`src/rtl/uart_tx_periph.sv`:
```
// uart_tx_periph: memory-mapped UART transmitter with a byte FIFO.
//
// Registers (full 32-bit address compare, other addresses ignored / read 0):
//   BASE+0  DATA    write: push write_data[7:0] (any access size); reads 0
//   BASE+4  STATUS  read: {busy, full, empty, overflow, count[8:4]}; a read
//                   clears the sticky overflow bit
//   BASE+8  DIV     read/write bits [15:0], word writes only, min value 2
//
// Ports:
//   clk            rising-edge clock (bus domain)
//   reset          asynchronous active-high reset
//   write_mem      bus write strobe
//   write_address  bus write byte address
//   write_data     bus write data
//   funct3         access size (000/100 byte, 001/101 half, 010 word)
//   read_address   bus read byte address
//   read_data      registered read data, one cycle after read_address
//   tx             registered serial output, idle high (8N1, LSB first)
module uart_tx_periph #(
  parameter logic [31:0] BASE_ADDR  = 32'hFFFF_FF00,
  parameter int          BAUD_DIV   = 104,
  parameter int          FIFO_DEPTH = 8
) (
  input  logic        clk,
  input  logic        reset,
  input  logic        write_mem,
  input  logic [31:0] write_address,
  input  logic [31:0] write_data,
  input  logic [2:0]  funct3,
  input  logic [31:0] read_address,
  output logic [31:0] read_data,
  output logic        tx
);

  localparam int PW = $clog2(FIFO_DEPTH);
  localparam int CW = PW + 1;

  localparam logic [31:0] A_DATA = BASE_ADDR;
  localparam logic [31:0] A_STAT = BASE_ADDR + 32'd4;
  localparam logic [31:0] A_DIV  = BASE_ADDR + 32'd8;

  typedef enum logic [1:0] {S_IDLE, S_START, S_DATA, S_STOP} state_t;

  // state
  state_t          r_state;
  logic [15:0]     r_div;
  logic [15:0]     r_bdiv;     // divider frozen for the frame in flight
  logic [15:0]     r_cyc;
  logic [2:0]      r_bit;
  logic [7:0]      r_shift;
  logic            r_tx;
  logic [7:0]      r_mem [FIFO_DEPTH];
  logic [PW-1:0]   r_wptr;
  logic [PW-1:0]   r_rptr;
  logic [CW-1:0]   r_count;
  logic            r_ovf;
  logic [31:0]     r_rdata;

  // combinational
  state_t          w_state_nxt;
  logic [15:0]     w_bdiv_nxt;
  logic [15:0]     w_cyc_nxt;
  logic [2:0]      w_bit_nxt;
  logic [7:0]      w_shift_nxt;
  logic            w_tx_nxt;
  logic            w_pop;
  logic            w_push;
  logic            w_wr_data;
  logic            w_wr_div;
  logic            w_full;
  logic            w_empty;
  logic            w_ovf_evt;
  logic            w_stat_rd;
  logic            w_bit_end;
  logic [15:0]     w_div_wval;
  logic [4:0]      w_cnt5;
  logic [31:0]     w_status;
  logic [31:0]     w_rdata_nxt;
  logic            w_unused;

  assign w_unused = ^write_data[31:16];

  // ---------------------------------------------------------------- decode
  assign w_wr_data  = write_mem && (write_address == A_DATA);
  assign w_wr_div   = write_mem && (write_address == A_DIV) && (funct3 == 3'b010);
  assign w_stat_rd  = (read_address == A_STAT);
  assign w_div_wval = (write_data[15:0] < 16'd2) ? 16'd2 : write_data[15:0];

  // ------------------------------------------------------------------ fifo
  assign w_full    = (r_count == CW'(FIFO_DEPTH));
  assign w_empty   = (r_count == '0);
  // a pop on the same edge frees a slot, so a push into a full FIFO still lands
  assign w_push    = w_wr_data && (!w_full || w_pop);
  assign w_ovf_evt = w_wr_data && w_full && !w_pop;

  always_ff @(posedge clk) begin
    if (w_push) r_mem[r_wptr] <= write_data[7:0];
  end

  always_ff @(posedge clk or posedge reset) begin
    if (reset) begin
      r_wptr  <= '0;
      r_rptr  <= '0;
      r_count <= '0;
      r_ovf   <= 1'b0;
    end else begin
      if (w_push) r_wptr <= r_wptr + PW'(1);
      if (w_pop)  r_rptr <= r_rptr + PW'(1);
      case ({w_push, w_pop})
        2'b10:   r_count <= r_count + CW'(1);
        2'b01:   r_count <= r_count - CW'(1);
        default: r_count <= r_count;
      endcase
      // a new overflow on the clearing read edge wins
      r_ovf <= (r_ovf && !w_stat_rd) || w_ovf_evt;
    end
  end

  // ------------------------------------------------------------ div / read
  assign w_cnt5   = 5'(r_count);
  assign w_status = {23'd0, w_cnt5, r_ovf, w_empty, w_full, (r_state != S_IDLE)};

  always_comb begin
    w_rdata_nxt = 32'd0;
    if (read_address == A_STAT)     w_rdata_nxt = w_status;
    else if (read_address == A_DIV) w_rdata_nxt = {16'd0, r_div};
  end

  always_ff @(posedge clk or posedge reset) begin
    if (reset) begin
      r_div   <= 16'(BAUD_DIV);
      r_rdata <= 32'd0;
    end else begin
      if (w_wr_div) r_div <= w_div_wval;
      r_rdata <= w_rdata_nxt;
    end
  end

  assign read_data = r_rdata;

  // ------------------------------------------------------------------- fsm
  assign w_bit_end = (r_cyc == r_bdiv - 16'd1);

  always_ff @(posedge clk or posedge reset) begin
    if (reset) begin
      r_state <= S_IDLE;
      r_bdiv  <= 16'(BAUD_DIV);
      r_cyc   <= 16'd0;
      r_bit   <= 3'd0;
      r_shift <= 8'd0;
      r_tx    <= 1'b1;
    end else begin
      r_state <= w_state_nxt;
      r_bdiv  <= w_bdiv_nxt;
      r_cyc   <= w_cyc_nxt;
      r_bit   <= w_bit_nxt;
      r_shift <= w_shift_nxt;
      r_tx    <= w_tx_nxt;
    end
  end

  // tx is driven from the next-state decision so each level appears on the
  // same edge the state enters, keeping the output a plain flop.
  always_comb begin
    w_state_nxt = r_state;
    w_bdiv_nxt  = r_bdiv;
    w_cyc_nxt   = r_cyc;
    w_bit_nxt   = r_bit;
    w_shift_nxt = r_shift;
    w_tx_nxt    = r_tx;
    w_pop       = 1'b0;
    case (r_state)
      S_IDLE: begin
        w_tx_nxt = 1'b1;
        if (!w_empty) begin
          w_pop       = 1'b1;
          w_shift_nxt = r_mem[r_rptr];
          w_bdiv_nxt  = r_div;
          w_cyc_nxt   = 16'd0;
          w_bit_nxt   = 3'd0;
          w_tx_nxt    = 1'b0;
          w_state_nxt = S_START;
        end
      end
      S_START: begin
        if (w_bit_end) begin
          w_cyc_nxt   = 16'd0;
          w_tx_nxt    = r_shift[0];
          w_state_nxt = S_DATA;
        end else begin
          w_cyc_nxt = r_cyc + 16'd1;
        end
      end
      S_DATA: begin
        if (w_bit_end) begin
          w_cyc_nxt   = 16'd0;
          w_shift_nxt = {1'b0, r_shift[7:1]};
          if (r_bit == 3'd7) begin
            w_tx_nxt    = 1'b1;
            w_state_nxt = S_STOP;
          end else begin
            w_bit_nxt = r_bit + 3'd1;
            w_tx_nxt  = r_shift[1];
          end
        end else begin
          w_cyc_nxt = r_cyc + 16'd1;
        end
      end
      S_STOP: begin
        if (w_bit_end) begin
          w_cyc_nxt   = 16'd0;
          w_tx_nxt    = 1'b1;
          w_state_nxt = S_IDLE;
        end else begin
          w_cyc_nxt = r_cyc + 16'd1;
        end
      end
      default: begin
        w_tx_nxt    = 1'b1;
        w_state_nxt = S_IDLE;
      end
    endcase
  end

  assign tx = r_tx;

endmodule

```
`config.mk`:
```
export PLATFORM = sky130hd
export DESIGN_NAME = uart_tx_periph
export DESIGN_NICKNAME = d
export VERILOG_FILES = /design/src/rtl/uart_tx_periph.sv
export SDC_FILE = /design/constraint.sdc
export NUM_CORES = 1
export LEC_CHECK = 0
export ABC_AREA = 1
export CAP_MARGIN = 25
export CELL_PAD_IN_SITES_DETAIL_PLACEMENT = 0
export CELL_PAD_IN_SITES_GLOBAL_PLACEMENT = 1
export CORE_UTILIZATION = 44
export DETAILED_ROUTE_END_ITERATION = 7
export HOLD_SLACK_MARGIN = 0.03
export PLACE_DENSITY = 0.93
export REMOVE_ABC_BUFFERS = 1
export SYNTH_ARGS = -nofsm -noshare
export SYNTH_HDL_FRONTEND = slang
export SYNTH_SLANG_ARGS = --single-unit
```
`constraint.sdc`:
```
create_clock -name clk -period 9.63 [get_ports clk]
set_clock_uncertainty 0.1 [all_clocks]
set_input_delay 2.4075 -clock clk [delete_from_list [all_inputs] [get_ports clk]]
set_output_delay 2.4075 -clock clk [all_outputs]
set_load 0.05 [all_outputs]
```
# Yosys cells after proc, flatten, opt, wreduce, memory -nomap -nowiden
# Memory sizes are Yosys's and may differ from the RTL's.
# Index checks and enable logic that the tools add are counted.
# totals
memories	1
latch_bits	0
elab_cells	94
mem_bits_ro	0
ramBits	64
register_bits	105
# op_classes
shifts	0
div	0
bitwise	1
n_eq_ne	19
n_mux	30
magnitude_cmp	1
n_mul	0
n_addsub	7
reduce_logical	23
# mem_list
name	depth	word_bits	rd	rd_clocked_by_memory_dff	wr	line_no	rtl
r_mem	8	8	1	0	1	52	logic [7:0] r_mem [FIFO_DEPTH];
# op_table
cell	count
equality test 32 bit, second input constant	4
2-to-1 mux 16 bit	5
case mux 16 bit (2 select lines)	1
adder 16 x 1 -> 16 bit, second input constant	1
equality test 16 bit	1
less-than comparator 16 x 2 -> 1 bit, second input constant	1
2-to-1 mux 8 bit	2
case mux 8 bit (2 select lines)	1
subtractor 16 x 1 -> 16 bit, second input constant	1
inequality test 2 bit, second input constant	6
2-to-1 mux 2 bit	5
adder 3 x 1 -> 3 bit, second input constant	3
2-to-1 mux 1 bit	9
2-to-1 mux 3 bit	3
case mux 2 bit (4 select lines)	1
case mux 4 bit (2 select lines)	1
logical AND 1 bit	7
equality test 2 bit, second input constant	3
case mux 3 bit (2 select lines)	1
AND reduction 3 bit	2
nonzero test 2 bit	3
AND reduction 5 bit	1
adder 4 x 1 -> 4 bit, second input constant	1
equality test 2 x 1 -> 1 bit, second input constant	2
other kinds (13)	16

# Depth between registers and ports, before layout
# depth
word_depth	7
ltp_mapped	19
mapped_depth_nobuf	19

# Worst setup path before layout
# Ideal clock, no wire load.
# synth_path
path_kind	input to register
start	input port write_address[25]
end	memory r_mem[4][0], enable pin
setup_time_ns	0.383
arrival_ns	3.984
required_ns	9.147
path_stages	10
path_slack_ns	5.163
path_cell_list	nand2_1 -> nor2_1 -> nand2_1 -> nor3_1 -> nand4_1 -> nor2_1 -> inv_1 -> nor2_1 -> nand2_1 -> nor3_1
# synth_via
elab_chain_cells	5
# synth_lines
item	line_no	rtl
start: declaration	27	input logic [31:0] write_address,
equality test 32 bit	84	assign w_wr_data = write_mem && (write_address == A_DATA);
logical AND 1 bit	84	
logical AND 1 bit	93	assign w_push = w_wr_data && (!w_full || w_pop);
2-to-1 mux 1 bit	97	if (w_push) r_mem[r_wptr] <= write_data[7:0];
2-to-1 mux 1 bit (not written as such)	97	
end: declaration	52	
# No other way between the ends.

# Final worst setup path
# layout_path
start	input port write_address[25]
end	memory r_mem[0][0], enable pin
# The elaborated chain is that of the path after synthesis.

==> summary by stage <==
Detailed routing
After detailed routing, the number of remaining DRC violations is 0. The routed wire length on met3 is 837 um. The detailed-router iteration count before antenna repair is 6. The topmost layer with routed signal wires is met4. The mean routed wirelength per cell is 14.1 um. Once detail routing completed, the nets flagged for antenna violations numbered 0. The detailed router put a total of 7.17 mm of wire on met1. The sum of routed wire length over all layers is 16.2 mm. The iteration-0 DRC count of the detailed router is 459.

Summed over all nets, wire length on met2 after detailed routing comes to 7.92 mm. The detailed-route vias per instance is 5.08. The total vias in the final route is 5843.

Synth
Among all flip-flop cells after synthesis, the most frequent one is sky130_fd_sc_hd__dfrtp_1. The post-synthesis average cell area is 9.40 um2. The biggest area contributor in the post-synthesis netlist is sky130_fd_sc_hd__dfrtp_1. Counting flops with a built-in enable in the synthesized netlist gives 64. Ranked by total cell area, the synthesized netlist is headed by sky130_fd_sc_hd__dfrtp_1 27%, sky130_fd_sc_hd__edfxtp_1 25%, sky130_fd_sc_hd__nand2_1 8.1%, sky130_fd_sc_hd__o21ai_0 4.9%, sky130_fd_sc_hd__nor2_1 4.3%.

The mux cell area share after synthesis is 1.78%. Summed over its instances, the top area cell type makes up 27.1% of the synthesized netlist area. The share of synthesized cell area in full adder, half adder and majority cells is 2.41%. After synthesis, the largest family of logic cells by area is simple AND/OR/NAND/NOR gates. The post-synthesis cell count is 807. The distinct cell type count after synthesis is 38. The count of yosys warnings during synthesis is 0. The area of the mapped netlist is 7580 um2.

Sequential cells were found to cover 54.8% of the synthesized design area. The synthesized netlist devotes 21.6% of its cell area to simple gates. Of the total synthesized cell area, the portion taken by XOR and XNOR cells is 3.68%. The fraction of the mapped netlist area in compound gates is 8.91%.

The most common cell in the netlist is sky130_fd_sc_hd__nand2_1. After synthesis, the share of flip-flops with an asynchronous set or reset is 58.2%. Counting instances in the post-synthesis netlist gives the leading cell types as 163 x sky130_fd_sc_hd__nand2_1, 86 x sky130_fd_sc_hd__nor2_1, 82 x sky130_fd_sc_hd__dfrtp_1. The post-synthesis sequential element count is 153.

Clocking
The post-cts resize count is 0. The master cell of the clock root buffer is sky130_fd_sc_hd__clkbuf_16. The number of hold buffers added after CTS was 0. The number of levels in the clock H-tree is 4. The clock latency on the worst-skew pair is 0.42 ns.

The clock passes through at most 2 buffers. TritonCTS built the clock tree. Clock tree synthesis inserted a total of 17 buffers. Clock-pin slew was measured on the worst setup and hold paths at 0.06 ns. Once the clock tree was built, the setup fixing pass inserted 0 buffers. The number of sinks on the clock net is 153.

Critical path
Traced cell by cell, the critical path runs through clkdlybuf4s50_1 -> nand2_1 -> nor2_1 -> nand2_1 -> nor3_1 -> nand4_1 -> nor2_1 -> inv_1 -> nor2_1 -> nand2_1 -> nor2_1. The startpoint kind of the worst setup timing path is an input pin. The maximum fanout along the worst path is 8.

The sort of element at the end of the critical path is a flip-flop. The worst setup path is of the in2reg kind. Grouping stages by cell kind, the critical path spends the most delay in simple AND/OR/NAND/NOR gates.

The data required time at the worst endpoint is 9.58 ns. The most frequent cell on the critical path is sky130_fd_sc_hd__nor2_1. Data on the critical path arrives at its endpoint at 4.69 ns. In this design, the stage delay of the slowest critical-path cell is 0.64 ns. The cell type of the slowest stage on the worst timing path is sky130_fd_sc_hd__nor2_1. Counting cells, the worst reg-to-reg path comes to 15. The critical path runs through a total of 11 cells.

The critical path contains buffers and inverters numbering 2 combined.

Power and ir drop
IR analysis of the VDD net gives a maximum drop of 0.000135 V. The leakage power total is 3.88 nW. For this design the ratio of total power to cell area is 148 nW/um2. The fraction of power consumed by combinational cells is 4.8%.

The internal cell power is 1.08 mW. The switching part of the total power is 22.5%. The overall power after layout is 1.39 mW.

The switching power summed over all nets is 0.312 mW. In this run, the clock network consumes 46.1% of the power. Sequential cells account for 49.1% of the total power.

Worst hold path
The min-delay analysis places its worst path in the category reg2reg. The hold path depth is 2.

Place
The sum of net half-perimeters after detailed placement is 11.6 mm. During placement, the flow inserted port buffers numbering 102. The congestion estimate from routability-driven global placement came to 0.798. The pre-CTS setup slack is 4.39 ns.

Global route
Summed over all layers, the global routing overflow is 0. Global routing consumed, over all layers together, 19.5% of the routing resources. The number of antenna violations at the first check in global routing is 0. The number of global-route vias before repair is 5686.

The first global-routing pass estimated 27.2 mm of wire. The maximum number of pins on one net before global-route repair is 60.

STA
The share of the clock period used by the worst path is 49.3%. The worst slew margin relative to its limit is 36.7%. After routing, the total negative slack on setup checks comes to 0 ns. For the pin with the worst max-slew slack, the measured transition is 0.948 ns.

The time the final worst path needs with I/O delays and setup is 4.74 ns. Setup repair after global routing left no endpoint under its margin. For this run, the top clock speed supported by timing is 211 MHz.

The final critical-path setup slack is 4.89 ns. The count of final max-slew check failures is 0. The setup-violating endpoint count in the final report is 0. The number of hold violations in the final report is 0.

Finish
The final-stage net count is 1033. Counting the fill cells in the layout gives 1438. The signed area change from the synthesized netlist to the final layout is 23.5%. The number of antenna diodes in the final layout is 0. The fraction of layout cells with a size suffix above 1 is 9.46%.

Die
The I/O pin count is 135. The core region is 16700 um2. The total die area is 17800 um2. The row count is 47.

The starting density of the core is 45.4%. The die boundary height is 133 um. The floorplan step set the die width to 133 um.

Flow run
The tool flagged a number of max-cap violations equal to 0.

Run status
The run finished with clean final reports.
-- metal layers --
| layer | track usage (%) | up-vias |
|---|---|---|
| li1 | - | 2907 |
| met1 | 25.4 | 2728 |
| met2 | 32.3 | 180 |
| met3 | 3.96 | 28 |
| met4 | 7.01 | 0 |
| met5 | 0 | - |
-- cell usage in the layout, fill, tap and decap left out, drive strengths merged, types with 9 or more instances in the layout --
| cell | instances |
|---|---|
| xnor2 | 12 |
| nand4 | 19 |
| o22ai | 29 |
| edfxtp | 64 |
| ha | 13 |
| inv | 85 |
| nand2 | 172 |
| buf | 9 |
| clkbuf | 18 |
| conb | 16 |
| clkdlybuf4s50 | 102 |
| nand3 | 43 |
| nor3 | 13 |
| mux2 | 12 |
| nor2 | 95 |
| xor2 | 19 |
| o21ai | 81 |
| dfrtp | 82 |
-- layout make-up --
cell class                      instances  area (um2)  area share [%]
Clock buffer                           18         429            4.58
Clock inverter                         14         136            1.46
Inverter                               81         305            3.26
Multi-Input combinational cell        553        2970            31.7
Sequential cell                       153        4160            44.4
Tap cell                              220         275            2.94
Timing Repair Buffer                  111        1090            11.7
-- tightest hold or removal path, cell delays in order (launching register included) --
cell and delay, ns:
sky130_fd_sc_hd__dfrtp_1 0.34, sky130_fd_sc_hd__nand2_1 0.06, sky130_fd_sc_hd__o21ai_2 0.05
-- path summary, 6_finish.rpt --
path	from	to	slack, ns
setup / recovery	write_address[25]	r_mem[0][0]	4.89
hold / removal	r_shift[6]	r_shift[6]	0.37
setup reg to reg	r_count[0]	r_count[3]	6.63
hold reg to reg	r_shift[6]	r_shift[6]	0.37
max in group asynchronous	reset	r_count[1]	6.10
min in group asynchronous	reset	r_shift[4]	2.24
-- kinds of logic (layout without fill, tap and decap cells) --
| family | Yosys count | after routing |
|---|---|---|
| AOI/OAI and AO/OA | 119 | 119 |
| xor gates and xnor gates | 31 | 31 |
| adders and majority gates | 14 | 14 |
| buffers and inverters | 116 | 224 |
| DFF | 153 | 153 |
| muxes | 12 | 12 |
| other | 1 | 16 |
| and+or+nand+nor | 361 | 361 |
-- power groups by stage --
stage                     registers (mW)  clock network (mW)  logic (mW)
after floorplan                    0.694                   0      0.0242
after global placement             0.694                   0      0.0671
after detailed placement           0.694                   0      0.0676
after CTS                          0.681               0.644      0.0678
after global routing               0.681               0.671      0.0731
final                              0.681               0.639      0.0670
-- flip-flops by register name, summed over array words and instances, names as in the netlist --
signal	count
r_bdiv	16
r_state	2
read_data	16
r_count	4
r_bit	3
r_cyc	16
r_div	16
r_wptr	3
r_ovf	1
r_shift	8
tx	1
r_rptr	3
r_mem	64
-- per-stage QoR --
stage	cells	util [%]	hold slack [ns]	instance area, um2
after floorplan	787	-	0.342	7430
after global placement	1114	52.5	0.362	8770
after detailed placement	1117	52.6	0.364	8790
after CTS	1149	56.0	0.379	9350
after global routing	1150	56.1	0.408	9370
final	1150	56.1	0.375	9370
No activity file was read; power rests on OpenSTA's default activity.
